--- config.mk ---
export PLATFORM = sky130hd
export DESIGN_NAME = pll_dyn_reconfig
export DESIGN_NICKNAME = d
export VERILOG_FILES = /design/src/rtl/pll_dyn_reconfig.sv
export SDC_FILE = /design/constraint.sdc
export NUM_CORES = 1
export LEC_CHECK = 0
export ABC_AREA = 1
export CORE_UTILIZATION = 55
export CTS_BUF_LIST = sky130_fd_sc_hd__clkbuf_8
export DETAILED_ROUTE_END_ITERATION = 10
export PLACE_DENSITY = 0.79
export RECOVER_POWER = 100
export SLEW_MARGIN = 30
export SYNTH_ARGS = -nofsm -noshare
export SYNTH_HDL_FRONTEND = slang
export SYNTH_SLANG_ARGS = --single-unit
--- constraint.sdc ---
create_clock -name clk -period 2.2 [get_ports clk]
set_clock_uncertainty 0.1 [all_clocks]
set_input_delay 0.66 -clock clk [delete_from_list [all_inputs] [get_ports clk]]
set_output_delay 0.66 -clock clk [all_outputs]
set_load 0.05 [all_outputs]
--- src/rtl/pll_dyn_reconfig.sv ---
// Lock/reset sequencer for a PLL with dynamically selected FBDSEL/IDSEL codes.
// Runs on the PLL reference clock; retries lock a bounded number of times.
module pll_dyn_reconfig #(
  parameter logic [5:0] FDIV_RESET   = 6'd12,
  parameter logic [5:0] IDIV_RESET   = 6'd5,
  parameter int         RST_CYCLES   = 16,
  parameter int         LOCK_TIMEOUT = 65535,
  parameter int         MAX_RETRY    = 3,
  parameter int         LOCK_STABLE  = 8
) (
  input  logic       clk,
  input  logic       rst_n,
  input  logic       req_valid,
  output logic       req_ready,
  input  logic [5:0] req_fdiv,
  input  logic [5:0] req_idiv,
  input  logic       pll_lock,
  output logic       pll_reset,
  output logic [5:0] fdiv,
  output logic [5:0] idiv,
  output logic       locked,
  output logic       busy,
  output logic       err,
  output logic       done
);

  localparam int RC_W = $clog2(RST_CYCLES + 1);
  localparam int TO_W = $clog2(LOCK_TIMEOUT);
  localparam int RT_W = $clog2(MAX_RETRY + 1);
  localparam int SC_W = $clog2(LOCK_STABLE + 1);

  localparam logic [RC_W-1:0] RC_LAST = RC_W'(RST_CYCLES - 1);
  localparam logic [TO_W-1:0] TO_LAST = TO_W'(LOCK_TIMEOUT - 1);
  localparam logic [RT_W-1:0] RT_LAST = RT_W'(MAX_RETRY - 1);
  localparam logic [SC_W-1:0] SC_DONE = SC_W'(LOCK_STABLE);

  typedef enum logic [2:0] {
    RST_HOLD, WAIT_LOCK, STABLE, LOCKED, ERROR
  } state_t;

  state_t          r_state;
  logic [RC_W-1:0] r_rcnt;
  logic [TO_W-1:0] r_tcnt;
  logic [RT_W-1:0] r_retry;
  logic [SC_W-1:0] r_scnt;
  logic            r_lock_meta, r_lock_s;
  logic            r_pll_reset, r_locked, r_busy, r_err, r_req_ready, r_done;
  logic [5:0]      r_fdiv, r_idiv;

  logic w_accept, w_timeout, w_last_try;
  assign w_accept   = req_valid && r_req_ready;
  assign w_timeout  = (r_tcnt == TO_LAST);
  assign w_last_try = (r_retry == RT_LAST);

  // pll_lock is asynchronous to clk
  always_ff @(posedge clk or negedge rst_n) begin
    if (!rst_n) begin
      r_lock_meta <= 1'b0;
      r_lock_s    <= 1'b0;
    end else begin
      r_lock_meta <= pll_lock;
      r_lock_s    <= r_lock_meta;
    end
  end

  always_ff @(posedge clk or negedge rst_n) begin
    if (!rst_n) begin
      r_state     <= RST_HOLD;
      r_rcnt      <= '0;
      r_tcnt      <= '0;
      r_retry     <= '0;
      r_scnt      <= '0;
      r_pll_reset <= 1'b1;
      r_fdiv      <= FDIV_RESET;
      r_idiv      <= IDIV_RESET;
      r_locked    <= 1'b0;
      r_busy      <= 1'b1;
      r_err       <= 1'b0;
      r_req_ready <= 1'b0;
      r_done      <= 1'b0;
    end else begin
      r_done <= 1'b0;
      unique case (r_state)
        RST_HOLD: begin
          if (r_rcnt == RC_LAST) begin
            r_state     <= WAIT_LOCK;
            r_pll_reset <= 1'b0;
            r_tcnt      <= '0;
            r_scnt      <= '0;
          end else begin
            r_rcnt <= r_rcnt + RC_W'(1);
          end
        end
        // Timeout window spans both states and survives lock glitches
        WAIT_LOCK, STABLE: begin
          if (w_timeout) begin
            r_scnt      <= '0;
            r_pll_reset <= 1'b1;
            if (w_last_try) begin
              r_state     <= ERROR;
              r_err       <= 1'b1;
              r_busy      <= 1'b0;
              r_req_ready <= 1'b1;
            end else begin
              r_state <= RST_HOLD;
              r_retry <= r_retry + RT_W'(1);
              r_rcnt  <= '0;
            end
          end else begin
            r_tcnt <= r_tcnt + TO_W'(1);
            if (!r_lock_s) begin
              r_state <= WAIT_LOCK;
              r_scnt  <= '0;
            end else if (r_state == WAIT_LOCK) begin
              r_state <= STABLE;
              r_scnt  <= SC_W'(1);
            end else if (r_scnt == SC_DONE) begin
              r_state     <= LOCKED;
              r_locked    <= 1'b1;
              r_busy      <= 1'b0;
              r_req_ready <= 1'b1;
              r_done      <= 1'b1;
            end else begin
              r_scnt <= r_scnt + SC_W'(1);
            end
          end
        end
        LOCKED, ERROR: begin
          if (w_accept) begin
            r_state     <= RST_HOLD;
            r_fdiv      <= req_fdiv;
            r_idiv      <= req_idiv;
            r_retry     <= '0;
            r_rcnt      <= '0;
            r_pll_reset <= 1'b1;
            r_locked    <= 1'b0;
            r_err       <= 1'b0;
            r_busy      <= 1'b1;
            r_req_ready <= 1'b0;
          end else if (r_state == LOCKED && !r_lock_s) begin
            // Auto-relock: keep PLL out of reset and reuse the current codes
            r_state     <= WAIT_LOCK;
            r_locked    <= 1'b0;
            r_retry     <= '0;
            r_tcnt      <= '0;
            r_scnt      <= '0;
            r_busy      <= 1'b1;
            r_req_ready <= 1'b0;
          end
        end
        default: begin
          r_state     <= RST_HOLD;
          r_rcnt      <= '0;
          r_pll_reset <= 1'b1;
          r_locked    <= 1'b0;
          r_busy      <= 1'b1;
          r_req_ready <= 1'b0;
        end
      endcase
    end
  end

  assign pll_reset = r_pll_reset;
  assign fdiv      = r_fdiv;
  assign idiv      = r_idiv;
  assign locked    = r_locked;
  assign busy      = r_busy;
  assign err       = r_err;
  assign req_ready = r_req_ready;
  assign done      = r_done;

endmodule

Yosys cells after proc, flatten, opt, wreduce, memory -nomap -nowiden
Cells that the tools add are included.
{ "word_totals": {"in_bits": 16, "output_inout_bits": 18, "regBits": 50} }
{ "classes": {"n_reduce_logical": 18, "n_bitwise": 1, "n_addsub": 4, "eq_ne": 27, "muxes": 62} }
{ "ops": {"columns": ["cell", "n"], "rows": [
  ["16-bit two-way mux", 4],
  ["16-bit one-hot mux with 3 select lines", 1],
  ["4-bit two-way mux", 7],
  ["1-bit two-way mux", 25],
  ["3-bit two-way mux", 8],
  ["2-bit inequality test (second input constant)", 12],
  ["5-bit two-way mux", 4],
  ["16-bit by 1-bit adder with 16-bit output (second input constant)", 1],
  ["16-bit equality test (second input constant)", 1],
  ["3-bit inequality test (second input constant)", 5],
  ["5-bit one-hot mux with 3 select lines", 1],
  ["1-bit one-hot mux with 3 select lines", 4],
  ["4-bit one-hot mux with 3 select lines", 1],
  ["4-bit AND reduction", 3],
  ["6-bit AND reduction", 2],
  ["5-bit inequality test (second input constant)", 2],
  ["5-bit AND reduction", 2],
  ["3-bit one-hot mux with 3 select lines", 1],
  ["2-bit two-way mux", 4],
  ["3-bit by 2-bit equality test with 1-bit output (second input constant)", 2],
  ["3-bit AND reduction", 2],
  ["5-bit by 1-bit adder with 5-bit output (second input constant)", 1],
  ["5-bit by 4-bit equality test with 1-bit output (second input constant)", 1],
  ["4-bit by 1-bit adder with 4-bit output (second input constant)", 1],
  ["15 further kinds", 17]
]} }

Depth between registers and ports, before layout
Gate-level depths: netlist of the first run.
{ "depth": {"ltp_word": 6, "depth_mapped": 12, "mapped_depth_nobuf": 12} }

Least setup slack after synthesis of the first run
No wires, ideal clock.
{ "synth_timing": {"path_kind": "reg2reg", "startpoint": "register r_rcnt[0]", "endpoint": "register r_tcnt[14]", "n_path_buf": 1, "arrival_ps": 1487, "setup_ps": 118, "path_stages_with_launch": 13, "t_required_ps": 1982, "setup_slack_ps": 496, "synth_period_minus_slack_ps": 1704, "cell_sequence": "dfrtp_1 > ha_1 > nand2_1 > nor2_1 > ha_1 > inv_1 > nand2_2 > nand2_2 > nor2_8 > nand2_8 > buf_12 > nand2_1 > o21ai_2"} }
{ "synth_between": {"elab_chain_len": 3} }
{ "synth_rtl": {"columns": ["item", "line_no", "text"], "rows": [
  ["from (decl)", "42", "logic [RC_W-1:0] r_rcnt;"],
  ["from (signal assigned)", "91", "r_rcnt <= r_rcnt + RC_W'(1);"],
  ["5-bit by 4-bit equality test with 1-bit output", "85", "if (r_rcnt == RC_LAST) begin"],
  ["2-bit inequality test (no line)", null, null],
  ["5-bit AND reduction (no line)", null, null],
  ["to (signal assigned)", "110", "r_tcnt <= r_tcnt + TO_W'(1);"],
  ["to (decl)", "43", "logic [TO_W-1:0] r_tcnt;"]
]} }
Every way passes these cells.
A chain may end at the register's enable or synchronous reset.

Worst setup path after layout of the first run
{ "layout_timing": {"startpoint": "input req_valid", "endpoint": "register r_fdiv[3], in the netlist fdiv[3]"} }
{ "layout_between": {"elab_chain_len": 2} }
{ "layout_rtl": {"columns": ["item", "line_no", "text"], "rows": [
  ["from (decl)", "13", "input logic req_valid,"],
  ["1-bit logical AND", "51", "assign w_accept = req_valid && r_req_ready;"],
  ["2-bit AND reduction (no line)", null, null],
  ["to (signal assigned)", "131", "r_fdiv <= req_fdiv;"],
  ["to (decl)", "48", "logic [5:0] r_fdiv, r_idiv;"]
]} }
Every way passes these cells.

==> flow_summary.toml, run 1 <==
[status]
outcome = "completed"

[global_routing]
gr-usage-all-layers = 0.233
grt_max_degree = 33
antenna_found_initial = 0
grt_pass1_wl_um = 9890
grt_pass1_vias = 2216
overflow = 0

[sta]
maxSlewViolCount = 0
fin_setup_tns_ps = 0
slew_headroom = 0.362
rsz0062_at_grt = "no"
fmax_ghz = 0.494
hold_viol_final = 0
min_period_over_period = 0.920
tightest_slew_ps = 957
finalSetupViolCount = 0
fin_crit_ps = 2020

[power]
power.density_nw_per_um2 = 529
power_w = 0.00174
power_switching_w = 0.000339
switching_share = 0.195
pwr-share-comb = 0.025
intPower_w = 0.00140
clock_power_share = 0.444
irDropWorstVdd_mv = 0.282
p_leak_nw = 1.55
seqPwrFrac = 0.531

[worst_setup_path]
r2r_start = "r_tcnt[0]$_DFFE_PN0P_"
critical_path_arrival_ps = 2180
reg2reg_to = "r_rcnt[2]$_DFFE_PN0P_"
path_common_cell = "nand2_1"
crit_family = "buffers and inverters"
path_class = "input port to flop"
max_stage_delay_ps = 470
slowest_stage = "clkbuf_1"
cp.required_ps = 2350
reg2reg_slack_ps = 190
rr_worst_depth = 9
worstPathMaxFanout = 13
crit_path_start_kind = "input port"
endpoint_kind = "flop"
cp_cell_sequence = "clkdlybuf4s50_1 > nand2_1 > nor2_4 > clkbuf_1 > nand2_1 > nand2_1"
timing.critical_path.buf_inv = 2

[yosys]
postSynthAreaPerCell_sq_um = 7.87
ys_top_cells_by_area = "dfrtp_1, nand2_1, dfstp_2"
syn_area_sq_um = 2930
synth_nets = 395
synth_top_area_share = 0.376
syn_inst = 372
synth_cell_types = 34
synth_largest_area_cell = "dfrtp_1"
yosys_warnings = 0
ys_ff_latch = 50
ys_seq_area_frac = 0.430

[finish]
nFillCells = 482
antennaDiodeCount = 0
final_cell_mix = "nand2_1, dfrtp_1, nor2_1, inv_1, nand3_1"
area_growth_pct = 12.2
final_nets = 431
layout-drive-gt1-share = 0.132
fin_cells = 479
final_common_cell = "nand2_1"

[die]
rows = 26
core_region_area_sq_um = 5110
dieHeight_um = 75.0
die_width_um = 75.0
boundaryPins = 34
die_area_sq_um = 5620
start_util = 0.573

[route]
drc = 0
vias = 2434
vias_per_cell = 5.08
wl_per_cell_um = 11.9
ant_nets = 0
routed_wl_um = 5710
drt_iter0_markers = 157
drtPass1Iterations = 5

[min_path]
hold_class = "flop to flop"
hold_path_startpoint = "r_lock_meta$_DFF_PN0_"
holdPathEnd = "r_lock_s$_DFF_PN0_"
worst_hold_path.num_cells = 0

[clock_tree]
clk_latency_ps = 310
cts_resized = 0
post_cts_buffers = 0
cts.hold.buffers_added = 0
cts_buffers = 5
cts_max_level = 2
cts_tree = "yes"
cts_buffer_depth = 2
cts.sinks = 50
cts_root_buf = "clkbuf_8"
clk_pin_slew_ps = 90

[placed_design]
placed_cells = 471
port_buffers = 33
finalWeightedCongestion = 0.878
dp_hpwl_um = 4360

[flow_run]
cap_violations = 0
[through the flow]
step | worst slack [ps] | area, sq um | utilization | hold WS [ps]
finish | 176 | 3290 | 0.643 | 256
floorplan | 496 | 2930 | - | 231
global route | 28.4 | 3290 | 0.643 | 279
CTS | 204 | 3400 | 0.666 | 184
detailed placement | 30.2 | 3260 | 0.639 | 236
global placement | 92.7 | 3260 | 0.639 | 235
[kinds of logic after synthesis]
| logic type | Yosys count | share of synthesized area |
|---|---|---|
| AO/OA/AOI/OAI | 28 | 0.0615 |
| adder cells (fa/ha/maj) | 7 | 0.0299 |
| buffers and inverters | 38 | 0.0619 |
| multiplexers | 1 | 0.00342 |
| flip-flops | 50 | 0.430 |
| AND/OR/NAND/NOR | 234 | 0.372 |
| XOR/XNOR | 14 | 0.0419 |
[synth_stat cells (all sizes together)]
master,instances
a21oi,2
buf,6
dfrtp,44
dfstp,6
ha,7
inv,32
mux2i,1
nand2,149
nand3,25
nand3b,3
nand4,5
nor2,45
nor3,4
nor3b,1
o21a,1
o21ai,25
or2,2
xnor2,4
xor2,10
[layer usage]
metal	up-vias	track usage	part of all wire
met5	-	0	0
met4	0	0.0839	0.012
met3	5	0.0321	0.035
met2	54	0.360	0.45
met1	1135	0.336	0.50
li1	1240	-	-
[power groups by stage]
stage	Clock, W	Combinational (W)	Sequential, W
after global routing	0.000817	0.0000487	0.000923
final	0.000772	0.0000432	0.000923
after CTS	0.000790	0.0000490	0.000923
after detailed placement	0	0.0000489	0.000940
after global placement	0	0.0000485	0.000940
after floorplan	0	0.00000119	0.000940
[worst max-delay path by stage]
stage                     startpoint                     end  cells past startpoint
4_1_cts        r_tcnt[0]$_DFFE_PN0P_   r_tcnt[7]$_DFFE_PN0P_                     11
5_1_grt                        rst_n   r_tcnt[3]$_DFFE_PN0P_                      2
3_3_place_gp               req_valid  r_tcnt[11]$_DFFE_PN0P_                      8
3_5_place_dp               req_valid   r_tcnt[7]$_DFFE_PN0P_                      8
6_report                   req_valid     fdiv[3]$_DFFE_PN1P_                      6
2_1_floorplan  r_rcnt[0]$_DFFE_PN0P_  r_tcnt[14]$_DFFE_PN0P_                     12
[sequential cells by signal, summed over array words and instances, names as in the netlist, 2 cells and up]
signal   flops
r_tcnt      16
fdiv         6
idiv         6
r_rcnt       5
r_scnt       4
r_state      3
r_retry      2
[area by class of cell]
type	instances	area (sq um)	share of cell area
clock buffer	5	68.8	0.0209
clock inverter	3	68.8	0.0209
inverter	32	120	0.0366
multi-input combinational	284	1450	0.442
sequential	50	1260	0.383
tap	70	87.6	0.0267
timing repair buffer	35	228	0.0693
[worst register-to-register path, stage by stage (launching register included)]
cell,delay [ps]
dfrtp_1,450
inv_1,120
ha_1,220
nand2_1,80
nor2_2,100
nand2_1,120
nand2_1,220
nand2_1,210
o21ai_0,210
nand2_1,80
Note: power is estimated with default switching activity, not from simulation.
==> run 2: changes to the inputs <==
- DONT_BUFFER_PORTS: unset -> 1
- PLACE_DENSITY: 0.79 -> 0.7
==> run 2 against run 1 <==
Against the previous run: register-to-register slack better by 40 ps; clock-buffer cell count unchanged; cell count fell by 6.9%; total power is 7.7% lower; critical path depth grew 6; sequential power is essentially flat; hold slack worse by 170 ps; routed wire length grew 1.4%; via count fell by 6.6%; cell area shrank 7.6%; flip-flop and latch count did not move; critical endpoint is now r_tcnt[10]$_DFFE_PN0P_; largest power group unchanged.
==> flow_summary.toml, run 2 (synthesized netlist as in run 1, its figures left out) <==
[worst_setup_path]
worstPathMaxFanout = 23
critical_path_arrival_ps = 2080
path_common_cell = "nand2_1"
slowest_stage = "dfrtp_1"
endpoint_kind = "flop"
crit_family = "simple AND/OR/NAND/NOR gates"
crit_path_start_kind = "flop"
path_class = "flop to flop"
reg2reg_slack_ps = 230
cp.required_ps = 2310
timing.critical_path.buf_inv = 2
reg2reg_to = "r_tcnt[10]$_DFFE_PN0P_"
r2r_start = "r_rcnt[0]$_DFFE_PN0P_"
rr_worst_depth = 12
max_stage_delay_ps = 410
cp_cell_sequence = "ha_1 > nand2_1 > nor2_1 > ha_1 > inv_1 > nand2_1 > nand2_1 > nor2_8 > nand2_8 > inv_2 > nand2_1 > nand2_1"

[global_routing]
antenna_found_initial = 0
grt_pass1_wl_um = 9960
grt_pass1_vias = 2158
overflow = 0
gr-usage-all-layers = 0.237
grt_max_degree = 45

[finish]
layout-drive-gt1-share = 0.109
final_common_cell = "nand2_1"
top_register = "r_tcnt"
largest_reg_flops = 16
final_cell_mix = "nand2_1, dfrtp_1, nor2_1, inv_1, nand3_1"
finalInstanceArea_sq_um = 3040
final_nets = 398
utilization = 0.594
area_growth_pct = 3.63
antennaDiodeCount = 0

[sta]
rsz0062_at_grt = "no"
hold_viol_final = 0
holdWs_ps = 81.6
fmax_ghz = 0.506
fin_crit_ps = 1970
slew_headroom = 0.284
maxSlewViolCount = 0
tightest_slew_ps = 1070
min_period_over_period = 0.898
finalSetupViolCount = 0
fin_setup_tns_ps = 0

[clock_tree]
cts_root_buf = "clkbuf_8"
cts_buffers = 5
cts_buffer_depth = 2
cts_max_level = 2
clk_latency_ps = 310
cts.sinks = 50
cts_tree = "yes"
cts_resized = 0
clk_pin_slew_ps = 90
cts.hold.buffers_added = 1
post_cts_buffers = 0

[route]
drtPass1Iterations = 4
vias = 2273
wl_per_cell_um = 13.0
drc = 0
ant_nets = 0
routed_wl_um = 5790
drt_iter0_markers = 115
vias_per_cell = 5.10

[die]
start_util = 0.573
die_width_um = 75.0
rows = 26
boundaryPins = 34
dieHeight_um = 75.0
die_area_sq_um = 5620
core_region_area_sq_um = 5110

[placed_design]
port_buffers = 0
dpl_cell_area_sq_um = 2960
finalWeightedCongestion = 0.932
dp_hpwl_um = 4230

[power]
power_w = 0.00160
p_leak_nw = 1.45
power.density_nw_per_um2 = 528
irDropWorstVdd_mv = 0.432

[flow_run]
cap_violations = 0

[min_path]
hold_class = "input port to asynchronous set/reset pin"

[status]
outcome = "completed"
## run 2: cell count changes in the layout (fill, tap and decap cells not counted), moves of 2 or more
| cell | delta |
|---|---|
| o21ai_0 | +2 |
| clkdlybuf4s50_1 | -13 |
| clkbuf_2 | -5 |
| dfstp_2 | -6 |
| dfstp_1 | +6 |
| nand2_2 | -3 |
| o21ai_1 | -2 |
| nand2_1 | +2 |
| clkbuf_1 | -14 |
## run 2: worst max path at each step
stage | cells after the start | endpoint | start
floorplan | 12 | r_tcnt[14]$_DFFE_PN0P_ | r_rcnt[0]$_DFFE_PN0P_
global route | 12 | r_tcnt[11]$_DFFE_PN0P_ | r_rcnt[0]$_DFFE_PN0P_
CTS | 11 | r_tcnt[6]$_DFFE_PN0P_ | r_tcnt[0]$_DFFE_PN0P_
global placement | 11 | r_tcnt[11]$_DFFE_PN0P_ | r_tcnt[0]$_DFFE_PN0P_
detailed placement | 11 | r_tcnt[10]$_DFFE_PN0P_ | r_tcnt[0]$_DFFE_PN0P_
finish | 12 | r_tcnt[10]$_DFFE_PN0P_ | r_rcnt[0]$_DFFE_PN0P_
## run 2: routing by layer
layer	part of all wire	vias to the layer above	track usage
li1	-	1168	-
met1	0.50	1044	0.334
met4	0.013	0	0.0713
met5	0	-	0
met2	0.45	53	0.367
met3	0.044	8	0.0509
## run 2: worst reg2reg max path, delay by kind of cell (launching register included)
kind / cells / cell delay (ps)
DFF: 1 / 410
and+or+nand+nor: 8 / 790
buffers and inverters: 2 / 200
adders and majority gates: 2 / 380
## run 2: final cells by class
cell class                 count  area [sq um]
clock buffer                   5          68.8
clock inverter                 3          43.8
fill                         493          2070
inverter                      32           120
multi-input combinational    284          1450
sequential                    50          1260
tap                           70          87.6
timing repair buffer           2          10.0
## run 2: report_power, final
part	switching, W	internal (W)	leakage (nW)
Sequential	0.00000197	0.000920	0.622
Combinational	0.0000159	0.00000103	0.766
Clock	0.000323	0.000341	0.0585
## run 2: through the flow
stage	worst slack (ps)	instances
2_1_floorplan	496	372
3_3_place_gp	300	437
3_5_place_dp	281	437
4_1_cts	264	446
5_1_grt	63.7	446
6_report	225	446
==> run 3: changes to the inputs <==
- ABC_CLOCK_PERIOD_IN_PS: unset -> 2200
- SLEW_MARGIN: 30 -> 20
==> results of run 3 <==
Same layout as run 2: the final DEF is identical, and so are final timing and power.
